--- src/rtl/adc_scan_sequencer.sv ---
// ---------------------------------------------------------------------------
// adc_scan_sequencer
//
// Walks the enabled channels of a multiplexed ADC in ascending order, issues
// a conversion per channel with a start/busy/valid handshake, and queues the
// results as {channel, sample} words in a small FIFO for a ready/valid
// consumer. It supports single-scan and continuous-scan modes, with a
// programmable idle gap between continuous scans.
//
// Optional build macro: ADC_SCAN_AVG_EN
//   When defined, each channel is converted 2^cfg_avg_log2 times. The samples
//   are summed and one averaged result is pushed per channel.
//
// Parameters
//   N_CH        number of ADC channels (1..16)
//   DATA_W      ADC sample width
//   FIFO_DEPTH  result FIFO entries (power of two, >= 2)
//   CH_W        derived channel index width, max(1, clog2(N_CH))
//
// Ports
//   clk              divided ADC clock; the only clock
//   resn             asynchronous active-low reset
//   cfg_ch_mask      channel enables, bit i = channel i
//   cfg_continuous   1 = repeat scans, 0 = single scan
//   cfg_scan_gap     idle cycles between continuous scans
//   cfg_avg_log2     (ADC_SCAN_AVG_EN only) log2 of samples per channel
//   start            start request (level), sampled in IDLE
//   stop             stop request (level), honoured between conversions
//   clr_overflow     clears the sticky overflow flag
//   adc_ch_sel       channel under conversion
//   adc_start        conversion request, held until adc_busy is seen
//   adc_busy         ADC conversion in progress
//   adc_valid        one-cycle result strobe
//   adc_value        conversion result
//   m_tdata          FIFO head {channel, sample}
//   m_tvalid         FIFO not empty
//   m_tready         consumer accepts the head entry
//   busy             scan active (state not IDLE)
//   overflow         sticky flag: a result was dropped because the FIFO was full
//   fifo_level       occupied FIFO entries
// ---------------------------------------------------------------------------
module adc_scan_sequencer #(
  parameter int N_CH       = 4,
  parameter int DATA_W     = 8,
  parameter int FIFO_DEPTH = 8,
  localparam int CH_W      = (N_CH > 1) ? $clog2(N_CH) : 1,
  localparam int LVL_W     = $clog2(FIFO_DEPTH) + 1
) (
  input  logic                     clk,
  input  logic                     resn,
  input  logic [N_CH-1:0]          cfg_ch_mask,
  input  logic                     cfg_continuous,
  input  logic [15:0]              cfg_scan_gap,
`ifdef ADC_SCAN_AVG_EN
  input  logic [2:0]               cfg_avg_log2,
`endif
  input  logic                     start,
  input  logic                     stop,
  input  logic                     clr_overflow,
  output logic [CH_W-1:0]          adc_ch_sel,
  output logic                     adc_start,
  input  logic                     adc_busy,
  input  logic                     adc_valid,
  input  logic [DATA_W-1:0]        adc_value,
  output logic [CH_W+DATA_W-1:0]   m_tdata,
  output logic                     m_tvalid,
  input  logic                     m_tready,
  output logic                     busy,
  output logic                     overflow,
  output logic [LVL_W-1:0]         fifo_level
);

  localparam int AW = $clog2(FIFO_DEPTH);

  typedef enum logic [2:0] {
    IDLE,
    SELECT,
    CONVERT,
    WAIT_RESULT,
    NEXT,
    GAP
  } state_t;

  state_t            state_reg, state_next;
  logic [N_CH-1:0]   mask_reg, mask_next;
  logic [CH_W-1:0]   ch_reg, ch_next;
  logic [15:0]       gap_cnt_reg, gap_cnt_next;

  logic              push_req;
  logic              last_sample;
  logic [DATA_W-1:0] push_value;

  // Index of the lowest set bit; zero for an empty vector.
  function automatic logic [CH_W-1:0] lowest_set(input logic [N_CH-1:0] m);
    logic [CH_W-1:0] idx;
    idx = '0;
    for (int i = N_CH - 1; i >= 0; i--) begin
      if (m[i]) idx = CH_W'(i);
    end
    return idx;
  endfunction

  // Enabled channels above the current one in the scan snapshot.
  logic [N_CH-1:0] higher_mask;
  for (genvar gi = 0; gi < N_CH; gi++) begin : g_higher
    assign higher_mask[gi] = mask_reg[gi] && (CH_W'(gi) > ch_reg);
  end

`ifdef ADC_SCAN_AVG_EN
  // The accumulator is sized for up to 128 full-scale samples.
  logic [DATA_W+6:0] acc_reg, acc_next, acc_sum;
  logic [7:0]        avg_cnt_reg, avg_cnt_next;
  logic [7:0]        avg_target;

  assign acc_sum     = acc_reg + (DATA_W+7)'(adc_value);
  assign avg_target  = 8'd1 << cfg_avg_log2;
  assign last_sample = ((avg_cnt_reg + 8'd1) == avg_target);
  assign push_value  = DATA_W'(acc_sum >> cfg_avg_log2);

  always_ff @(posedge clk or negedge resn) begin
    if (!resn) begin
      acc_reg     <= '0;
      avg_cnt_reg <= '0;
    end else begin
      acc_reg     <= acc_next;
      avg_cnt_reg <= avg_cnt_next;
    end
  end
`else
  assign last_sample = 1'b1;
  assign push_value  = adc_value;
`endif

  // -------------------------------------------------------------------------
  // Scan FSM
  // -------------------------------------------------------------------------
  always_ff @(posedge clk or negedge resn) begin
    if (!resn) begin
      state_reg   <= IDLE;
      mask_reg    <= '0;
      ch_reg      <= '0;
      gap_cnt_reg <= '0;
    end else begin
      state_reg   <= state_next;
      mask_reg    <= mask_next;
      ch_reg      <= ch_next;
      gap_cnt_reg <= gap_cnt_next;
    end
  end

  always_comb begin
    state_next   = state_reg;
    mask_next    = mask_reg;
    ch_next      = ch_reg;
    gap_cnt_next = gap_cnt_reg;
    push_req     = 1'b0;
`ifdef ADC_SCAN_AVG_EN
    acc_next     = acc_reg;
    avg_cnt_next = avg_cnt_reg;
`endif
    unique case (state_reg)
      IDLE: begin
        if (start && (|cfg_ch_mask)) begin
          mask_next  = cfg_ch_mask;
          ch_next    = lowest_set(cfg_ch_mask);
          state_next = SELECT;
        end
      end
      SELECT: begin
`ifdef ADC_SCAN_AVG_EN
        acc_next     = '0;
        avg_cnt_next = '0;
`endif
        state_next = CONVERT;
      end
      CONVERT: begin
        // adc_start is decoded from this state, so it drops on the cycle
        // after busy is seen.
        if (adc_busy) state_next = WAIT_RESULT;
      end
      WAIT_RESULT: begin
        if (adc_valid) begin
`ifdef ADC_SCAN_AVG_EN
          acc_next     = acc_sum;
          avg_cnt_next = avg_cnt_reg + 8'd1;
`endif
          if (last_sample) begin
            push_req   = 1'b1;
            state_next = NEXT;
          end else begin
            state_next = CONVERT;
          end
        end
      end
      NEXT: begin
        if (stop) begin
          state_next = IDLE;
        end else if (|higher_mask) begin
          ch_next    = lowest_set(higher_mask);
          state_next = SELECT;
        end else if (cfg_continuous) begin
          gap_cnt_next = cfg_scan_gap;
          state_next   = GAP;
        end else begin
          state_next = IDLE;
        end
      end
      GAP: begin
        // GAP lasts cfg_scan_gap cycles. A gap of 0 or 1 occupies a single
        // cycle, the minimum needed to re-snapshot the mask.
        if (stop) begin
          gap_cnt_next = '0;
          state_next   = IDLE;
        end else if (gap_cnt_reg <= 16'd1) begin
          gap_cnt_next = '0;
          if (|cfg_ch_mask) begin
            mask_next  = cfg_ch_mask;
            ch_next    = lowest_set(cfg_ch_mask);
            state_next = SELECT;
          end else begin
            state_next = IDLE;
          end
        end else begin
          gap_cnt_next = gap_cnt_reg - 16'd1;
        end
      end
      default: state_next = IDLE;
    endcase
  end

  assign adc_start  = (state_reg == CONVERT);
  assign adc_ch_sel = ch_reg;
  assign busy       = (state_reg != IDLE);

  // -------------------------------------------------------------------------
  // Result FIFO: the head is read combinationally from storage.
  // -------------------------------------------------------------------------
  logic [CH_W+DATA_W-1:0] fifo_mem [FIFO_DEPTH];
  logic [AW-1:0]          wr_ptr_reg, rd_ptr_reg;
  logic [LVL_W-1:0]       level_reg;
  logic                   overflow_reg;
  logic                   pop, push_ok, drop, fifo_full;

  assign m_tvalid  = (level_reg != '0);
  assign pop       = m_tvalid && m_tready;
  assign fifo_full = (level_reg == LVL_W'(FIFO_DEPTH));
  // A full FIFO still accepts a push when the head leaves in the same cycle.
  assign push_ok   = push_req && (!fifo_full || pop);
  assign drop      = push_req && !push_ok;

  always_ff @(posedge clk) begin
    if (push_ok) fifo_mem[wr_ptr_reg] <= {ch_reg, push_value};
  end

  always_ff @(posedge clk or negedge resn) begin
    if (!resn) begin
      wr_ptr_reg   <= '0;
      rd_ptr_reg   <= '0;
      level_reg    <= '0;
      overflow_reg <= 1'b0;
    end else begin
      if (push_ok) wr_ptr_reg <= wr_ptr_reg + 1'b1;
      if (pop)     rd_ptr_reg <= rd_ptr_reg + 1'b1;
      if (push_ok && !pop)      level_reg <= level_reg + LVL_W'(1);
      else if (pop && !push_ok) level_reg <= level_reg - LVL_W'(1);
      // A drop wins over a simultaneous clear.
      if (drop)              overflow_reg <= 1'b1;
      else if (clr_overflow) overflow_reg <= 1'b0;
    end
  end

  assign m_tdata    = fifo_mem[rd_ptr_reg];
  assign fifo_level = level_reg;
  assign overflow   = overflow_reg;

endmodule

--- config.mk ---
export PLATFORM = sky130hd
export DESIGN_NAME = adc_scan_sequencer
export DESIGN_NICKNAME = d
export VERILOG_FILES = /design/src/rtl/adc_scan_sequencer.sv
export SDC_FILE = /design/constraint.sdc
export NUM_CORES = 1
export LEC_CHECK = 0
export ABC_AREA = 0
export CORE_ASPECT_RATIO = 1.1
export CORE_MARGIN = 4
export CORE_UTILIZATION = 35
export CTS_CLUSTER_SIZE = 30
export DETAILED_ROUTE_END_ITERATION = 16
export PLACE_DENSITY = 0.56
export SLEW_MARGIN = 5
export SYNTH_ARGS = -nofsm -noshare
export SYNTH_HDL_FRONTEND = slang
export SYNTH_SLANG_ARGS = --single-unit
--- constraint.sdc ---
create_clock -name clk -period 4.7 [get_ports clk]
set_clock_uncertainty 0.1 [all_clocks]
set_input_delay 0.705 -clock clk [delete_from_list [all_inputs] [get_ports clk]]
set_output_delay 0.705 -clock clk [all_outputs]
set_load 0.05 [all_outputs]
==> run summary <==
The tools report the max-slew violation total from the final report as 0. The run gives 273 uV as the worst vdd rail ir drop. After synthesis, the most frequently instantiated cells are 80 x sky130_fd_sc_hd__edfxtp_1, 35 x sky130_fd_sc_hd__dfrtp_1, 26 x sky130_fd_sc_hd__nand2_1, 20 x sky130_fd_sc_hd__mux4_2, 15 x sky130_fd_sc_hd__nor2_1. Final period demand of the worst path: 3660 ps.

The run finished with clean final reports. The tools report the hold-fix buffer count after cts as 0. Post-synthesis async set-or-reset flop share: 0.304. The number of clock sinks seen by CTS was 115.

The run gives 1303 as the number of inserted filler cells in the final layout. The global-route wire length before repair was 18200 um; the number of register bits inferred by synthesis was 115. The slowest library cell on the worst path is sky130_fd_sc_hd__dfrtp_1.

Final design utilization: 0.458. Ranked by total cell area, the synthesized netlist is headed by sky130_fd_sc_hd__edfxtp_1 46%, sky130_fd_sc_hd__dfrtp_1 17%, sky130_fd_sc_hd__mux4_2 8.6%. The H-tree was split into 4 levels.

The tools report the relative slew slack as 0.300. The transition time at the pin with the least slew margin is 1050 ps, and the first-pass iteration count of the detailed router is 4. TritonCTS built the clock tree. The number of gates resized after CTS was 0. The number of buffers added by the clock tree synthesis step was 17.

The final count of negative-setup-slack endpoints is 0, and the post-detailed-route count of antenna-violating nets is 0. Summed over all cells, the static leakage comes to 2.37 nW. STA classifies the critical path endpoint as an output port. The number of hold violations in the final report is 0.

The number of remaining DRC errors came out at 0. The sequential cell area came out at 3280 um^2. The per-cell routed wire length is 17.4 um. Summing over every cut layer, the via total after detailed routing is 3283.

For this design the ratio of total power to cell area is 680 nW/um^2. Final hold analysis gives a worst-case slack of 302 ps. The tools report the starting utilization of the core area as 0.361. The tools report the I/O pin total as 57. For the overall routing resource usage, the log shows 0.139.

In this run the worst path has a maximum fanout of 22. Dominant cell by count in the synthesized netlist: sky130_fd_sc_hd__edfxtp_1. The proportion of layout cells with a drive suffix above 1 is 0.191.

Setup total negative slack on the finished layout was measured at 0 ps. Yosys mapped the design onto 54 distinct sky130hd cell types. In the final layout, the multi-input gates occupy 1870 um^2. Number of diodes added for antenna fixing: 0.

Walking the worst path, the cells encountered are mux4_2, mux2_2, clkdlybuf4s50_1. The net count reported at finish was 478. Before CTS, the worst setup slack after placement is 1330 ps. By startpoint and endpoint, the worst setup path is classified as register to output port. Detailed placement finished with a half-perimeter wire length of 7330 um. The largest stage delay on the critical path was 1030 ps; the number of buffers added on ports was 56. Timing would allow up to 273 MHz.

After routing the design area is 6680 um^2. The fraction of synthesized cell area taken by the top area cell type works out to 0.457. Floorplan die height: 137 um. The die extent in x works out to 125 um. Summing every instance area after synthesis gives 5260 um^2. The kind of launch point of the worst setup path was a register. After synthesis, the mean cell area works out to 14.4 um^2.

For this run, the number of Yosys warnings is 0. In this run the worst hold path is classified as primary input to asynchronous set/reset pin. sky130_fd_sc_hd__edfxtp_1 takes more of the synthesized area than any other cell. For flop-to-flop paths, the worst setup slack is 1790 ps. In this run, synthesis inferred 80 flip-flops with an integrated enable. The final worst-path cycle share works out to 0.779. The run gives 3489 as the via count of the first global-routing pass. From synthesis to final layout, the design area changed by 27.0%. After clock tree synthesis, the clock-pin slew on the worst setup and hold paths is 50 ps. After detailed placement, the total cell area comes to 6060 um^2. After technology mapping, the gate count stands at 365. The number of maximum-capacitance violations was 0; the maximum root-to-sink buffer count was 2. The violation count after the first detailed-route iteration was 177; the number of post-CTS setup repair buffers was 0. The number of nets handed over by synthesis was 410. STA puts the critical path data arrival time at 2860 ps. The total grt overflow came out at 0. The flip-flop count of the largest register after layout is 80. The required time at the worst-slack endpoint is 3890 ps, and the placeable core region is 14600 um^2.

The total wirelength of the detailed-routed design was 11100 um. Setup repair after global routing left no endpoint under its margin. In this run the core area contains 46 standard-cell rows. The largest net degree at the start of global routing was 36. For the initial antenna violation count, the log shows 0. The cell chosen for the clock root is sky130_fd_sc_hd__clkbuf_16. The clock latency reported for the late side of the worst-skew pair is 400 ps, and the sequential element share of the synthesized area is 0.624. The global placer's final weighted congestion came out at 0.808.

Among all flip-flop cells after synthesis, the most frequent one is sky130_fd_sc_hd__edfxtp_1. Dividing the detail-routed via count by the number of cells gives 5.15. Setup slack closes at 1040 ps. The die covers 17000 um^2.
## cells by family (layout without fill, tap and decap cells)
kind of cell    after synthesis  in the layout  synth area share
mux                          39             39             0.126
xor+xnor                      8              8            0.0133
buf+inv                      29            109            0.0236
flops                       115            115             0.624
fa+ha+maj                     8              8            0.0205
simple gates                 99             99             0.102
compound gates               67             67            0.0916
## through the flow
| stage | instances | total power [mW] |
|---|---|---|
| 2_1_floorplan | 365 | 2.74 |
| 3_3_place_gp | 606 | 3.21 |
| 3_5_place_dp | 606 | 3.24 |
| 4_1_cts | 637 | 4.61 |
| 5_1_grt | 637 | 4.80 |
| 6_report | 637 | 4.54 |
## per-layer routing
| layer | track usage | vias up | wire length, um |
|---|---|---|---|
| met4 | 0.0572 | 0 | 109 |
| li1 | - | 1569 | - |
| met3 | 0.0351 | 9 | 384 |
| met2 | 0.239 | 71 | 5720 |
| met1 | 0.168 | 1634 | 4880 |
| met5 | 0 | - | 0 |
## final timing paths
path                                        startpoint                     endpoint  cells after the start
setup / recovery             rd_ptr_reg[1]$_DFFE_PN0P_                   m_tdata[9]                      3
hold / removal                                    resn     state_reg[2]$_DFFE_PN0P_                      1
setup reg to reg              state_reg[1]$_DFFE_PN0P_    fifo_level[3]$_DFFE_PN0P_                     12
hold reg to reg            gap_cnt_reg[11]$_DFFE_PN0P_  gap_cnt_reg[11]$_DFFE_PN0P_                      1
max in group asynchronous                         resn    rd_ptr_reg[2]$_DFFE_PN0P_                      1
min in group clk           gap_cnt_reg[11]$_DFFE_PN0P_  gap_cnt_reg[11]$_DFFE_PN0P_                      1
## layout by cell type, fill, tap and decap left out, types with 7 or more instances in the layout
cell type / netlist / layout
sky130_fd_sc_hd__dfrtp_1: 35 / 35
sky130_fd_sc_hd__nor4_1: 8 / 7
sky130_fd_sc_hd__inv_1: 14 / 14
sky130_fd_sc_hd__clkbuf_16: 0 / 17
sky130_fd_sc_hd__o21ai_0: 12 / 12
sky130_fd_sc_hd__nor3_1: 13 / 13
sky130_fd_sc_hd__edfxtp_1: 80 / 80
sky130_fd_sc_hd__a21oi_1: 11 / 11
sky130_fd_sc_hd__nand2_1: 26 / 26
sky130_fd_sc_hd__mux2_2: 14 / 14
sky130_fd_sc_hd__ha_1: 7 / 7
sky130_fd_sc_hd__mux4_2: 20 / 20
sky130_fd_sc_hd__nand2b_1: 7 / 7
sky130_fd_sc_hd__clkdlybuf4s50_1: 0 / 55
sky130_fd_sc_hd__nor2_1: 15 / 15
sky130_fd_sc_hd__buf_4: 0 / 8
sky130_fd_sc_hd__xnor2_1: 7 / 7
## worst max-delay path: cells and delay by family (launching register included)
kind                   cells  cell delay, ps
muxes                      2             710
DFF                        1            1030
buffers and inverters      1             710
## where the power goes
group | internal [mW] | leakage, nW | switching, mW
clock network | 0.927 | 0.304 | 0.421
registers | 1.29 | 1.16 | 0.276
logic | 0.725 | 0.905 | 0.908
total | 2.94 | 2.37 | 1.61
## cell type report
| class | instances | share of cell area |
|---|---|---|
| Clock inverter | 13 | 0.0285 |
| Clock buffer | 18 | 0.0643 |
| Tap cell | 192 | 0.0360 |
| Timing Repair Buffer | 64 | 0.0922 |
| Sequential cell | 115 | 0.491 |
| Inverter | 14 | 0.00787 |
| Multi-Input combinational cell | 221 | 0.280 |
No activity file was read; power rests on OpenSTA's default activity.
==> variant, RTL diff (same flow settings) <==
Put one more register stage on the output `overflow`, cleared by the reset. The value now appears one clock later. The other outputs are not delayed to match.
--- a/src/rtl/adc_scan_sequencer.sv
+++ b/src/rtl/adc_scan_sequencer.sv
@@ -271,7 +271,13 @@
 
   assign m_tdata    = fifo_mem[rd_ptr_reg];
   assign fifo_level = level_reg;
-  assign overflow   = overflow_reg;
+  always_ff @(posedge clk or negedge resn) begin
+    if (!resn) begin
+      overflow <= '0;
+    end else begin
+      overflow <= overflow_reg;
+    end
+  end
 
 endmodule
 
Behaviour: no difference found for any inputs over 10 cycles, from zero or initial values; that may be too few to reach the edited logic, so the function may still have changed.
==> variant against the unedited design <==
- global-route usage grew 0.30 points
- cell area shrank 0.32%
- critical path type unchanged
- count of clock-buffer cells in the layout grew 1
- sequential cell count grew 1
- power shrank 1.8%
- synthesized area grew 0.48%
- setup slack gained 45 ps
- wire length grew 1.9%
==> variant: results (changes against the unedited design) <==
post-route setup TNS=0 ps (unchanged); CP peak stage delay=980 ps (-50 ps); status=completed; Residual DRC=0 (unchanged); Fin Hold WS=314 ps (+11.7 ps); Max clock buf depth=2 (unchanged); drt first pass iters=4 (unchanged); all-layer global routing usage=14.2% (+0.30 points); CP Max Fanout=22 (unchanged); FF-to-FF path depth=12 (unchanged); final-stage net count=479 (+0.21%); P_leak=0.00236 uW (-0.22%); hpwl dp=7380 um (+0.59%); crit path DAT=2810 ps (-50 ps); ys async rst share=31.0% (+0.60 points); fillers=1356 (+4.1%); Post-Route WL=11300 um (+1.9%); PostCTS Resize Cnt=0 (unchanged); Routed Antenna Nets=0 (unchanged); pin count of the biggest net entering global routing=37 (+2.8%); Sw Ratio=36.3% (+0.95 points); initial DRC count=237 (+34%); sequential cell area fraction in the yosys report=62.5% (+0.18 points); Worst-path clk slew=50 ps (about the same); worst vdd ir=272 uV (-0.63%); Placer Congestion=0.848 (+4.9%); first-pass GRT wire length=18700 um (+2.8%); R2R setup slack=1780 ps; layout cell share with drive strength beyond 1=19.0% (-0.085 points); fin util=45.5% (-0.33 points); Setup crit start=rd_ptr_reg[1]; most area-consuming cells after synthesis=edfxtp_1, dfrtp_1, mux4_2, mux2_2, nand2_1; Avg WL per Cell=17.7 um (+1.6%); number of global-route vias before repair=3469 (-0.57%); syn nets=411 (+0.24%); antenna violations before repair=0 (unchanged); Cell Area, Placed=6080 um^2 (+0.41%); post-synthesis mux area share=12.5% (-0.060 points); worst rel slew slack=34.7% (+4.7 points); via count=3329 (+1.4%); Compound-Gate Fraction of Synth Area=9.12% (-0.043 points); Placed Cells=607 (+0.17%); synth warn=0 (unchanged); pre-CTS setup slack=1330 ps (+1.67 ps); xor/xnor share of the synthesized area=1.33% (-0.0063 points); Primary FF master, synth=edfxtp_1; Num CTS Buffers=17 (unchanged); critical path's slowest cell=dfrtp_1; number of distinct library cells after synthesis=54 (unchanged); synth cell count leaders=edfxtp_1, dfrtp_1, nand2_1, mux4_2, nor2_1; Synth Instances=366 (+0.27%); post-synthesis adder-cell area fraction=2.04% (-0.0097 points); H-tree depth=4 (unchanged)
[variant: cell count changes in the layout (fill, tap and decap cells not counted)]
cell	change
bufinv_16	-2
clkbuf_1	+1
clkinv_2	+2
dfrtp_1	+1
[variant: worst register-to-register path: cells and delay by family, from the launching register on]
kind            cells  cell delay, ps
simple gates        4             840
fa+ha+maj           2             500
flops               1             480
compound gates      2             320
buf+inv             2             280
xor+xnor            2             280
[variant: final cells by class]
cell class / instances / area share [%]
sequential: 116 / 49.6
multi-input combinational: 221 / 28.1
timing repair buffer: 64 / 9.25
clock buffer: 19 / 6.50
tap: 192 / 3.61
clock inverter: 13 / 2.11
inverter: 14 / 0.790
[variant: kinds of logic after synthesis]
| group | Yosys count |
|---|---|
| DFF | 116 |
| muxes | 39 |
| xor gates and xnor gates | 8 |
| adders and majority gates | 8 |
| AOI/OAI and AO/OA | 67 |
| buffers and inverters | 29 |
| and+or+nand+nor | 99 |
[variant: worst max-delay path by stage]
stage,slack (ps),to,cells past startpoint
final,1080,m_tdata[9],3
after global routing,960,m_tdata[3],3
after CTS,1010,m_tdata[9],3
after detailed placement,1330,fifo_level[3],12
after global placement,1380,fifo_level[3],12
after floorplan,1790,fifo_level[3],11
[variant: power by group through the flow]
stage	logic (uW)	clock network, uW	registers [uW]
after floorplan	1220	0	1530
after CTS	1660	1280	1570
final	1640	1250	1570
after global placement	1640	0	1580
after detailed placement	1660	0	1590
after global routing	1790	1330	1610
[variant: per-layer routing]
metal  vias to the layer above  track usage, %  share of wire, %  wire length, um
met1                      1661            17.7                44             4960
met2                        82            23.2                50             5660
li1                       1572               -                 -                -
met3                        14            4.25               4.8              548
met5                         -               0                 0                0
met4                         0            5.72               1.3              148
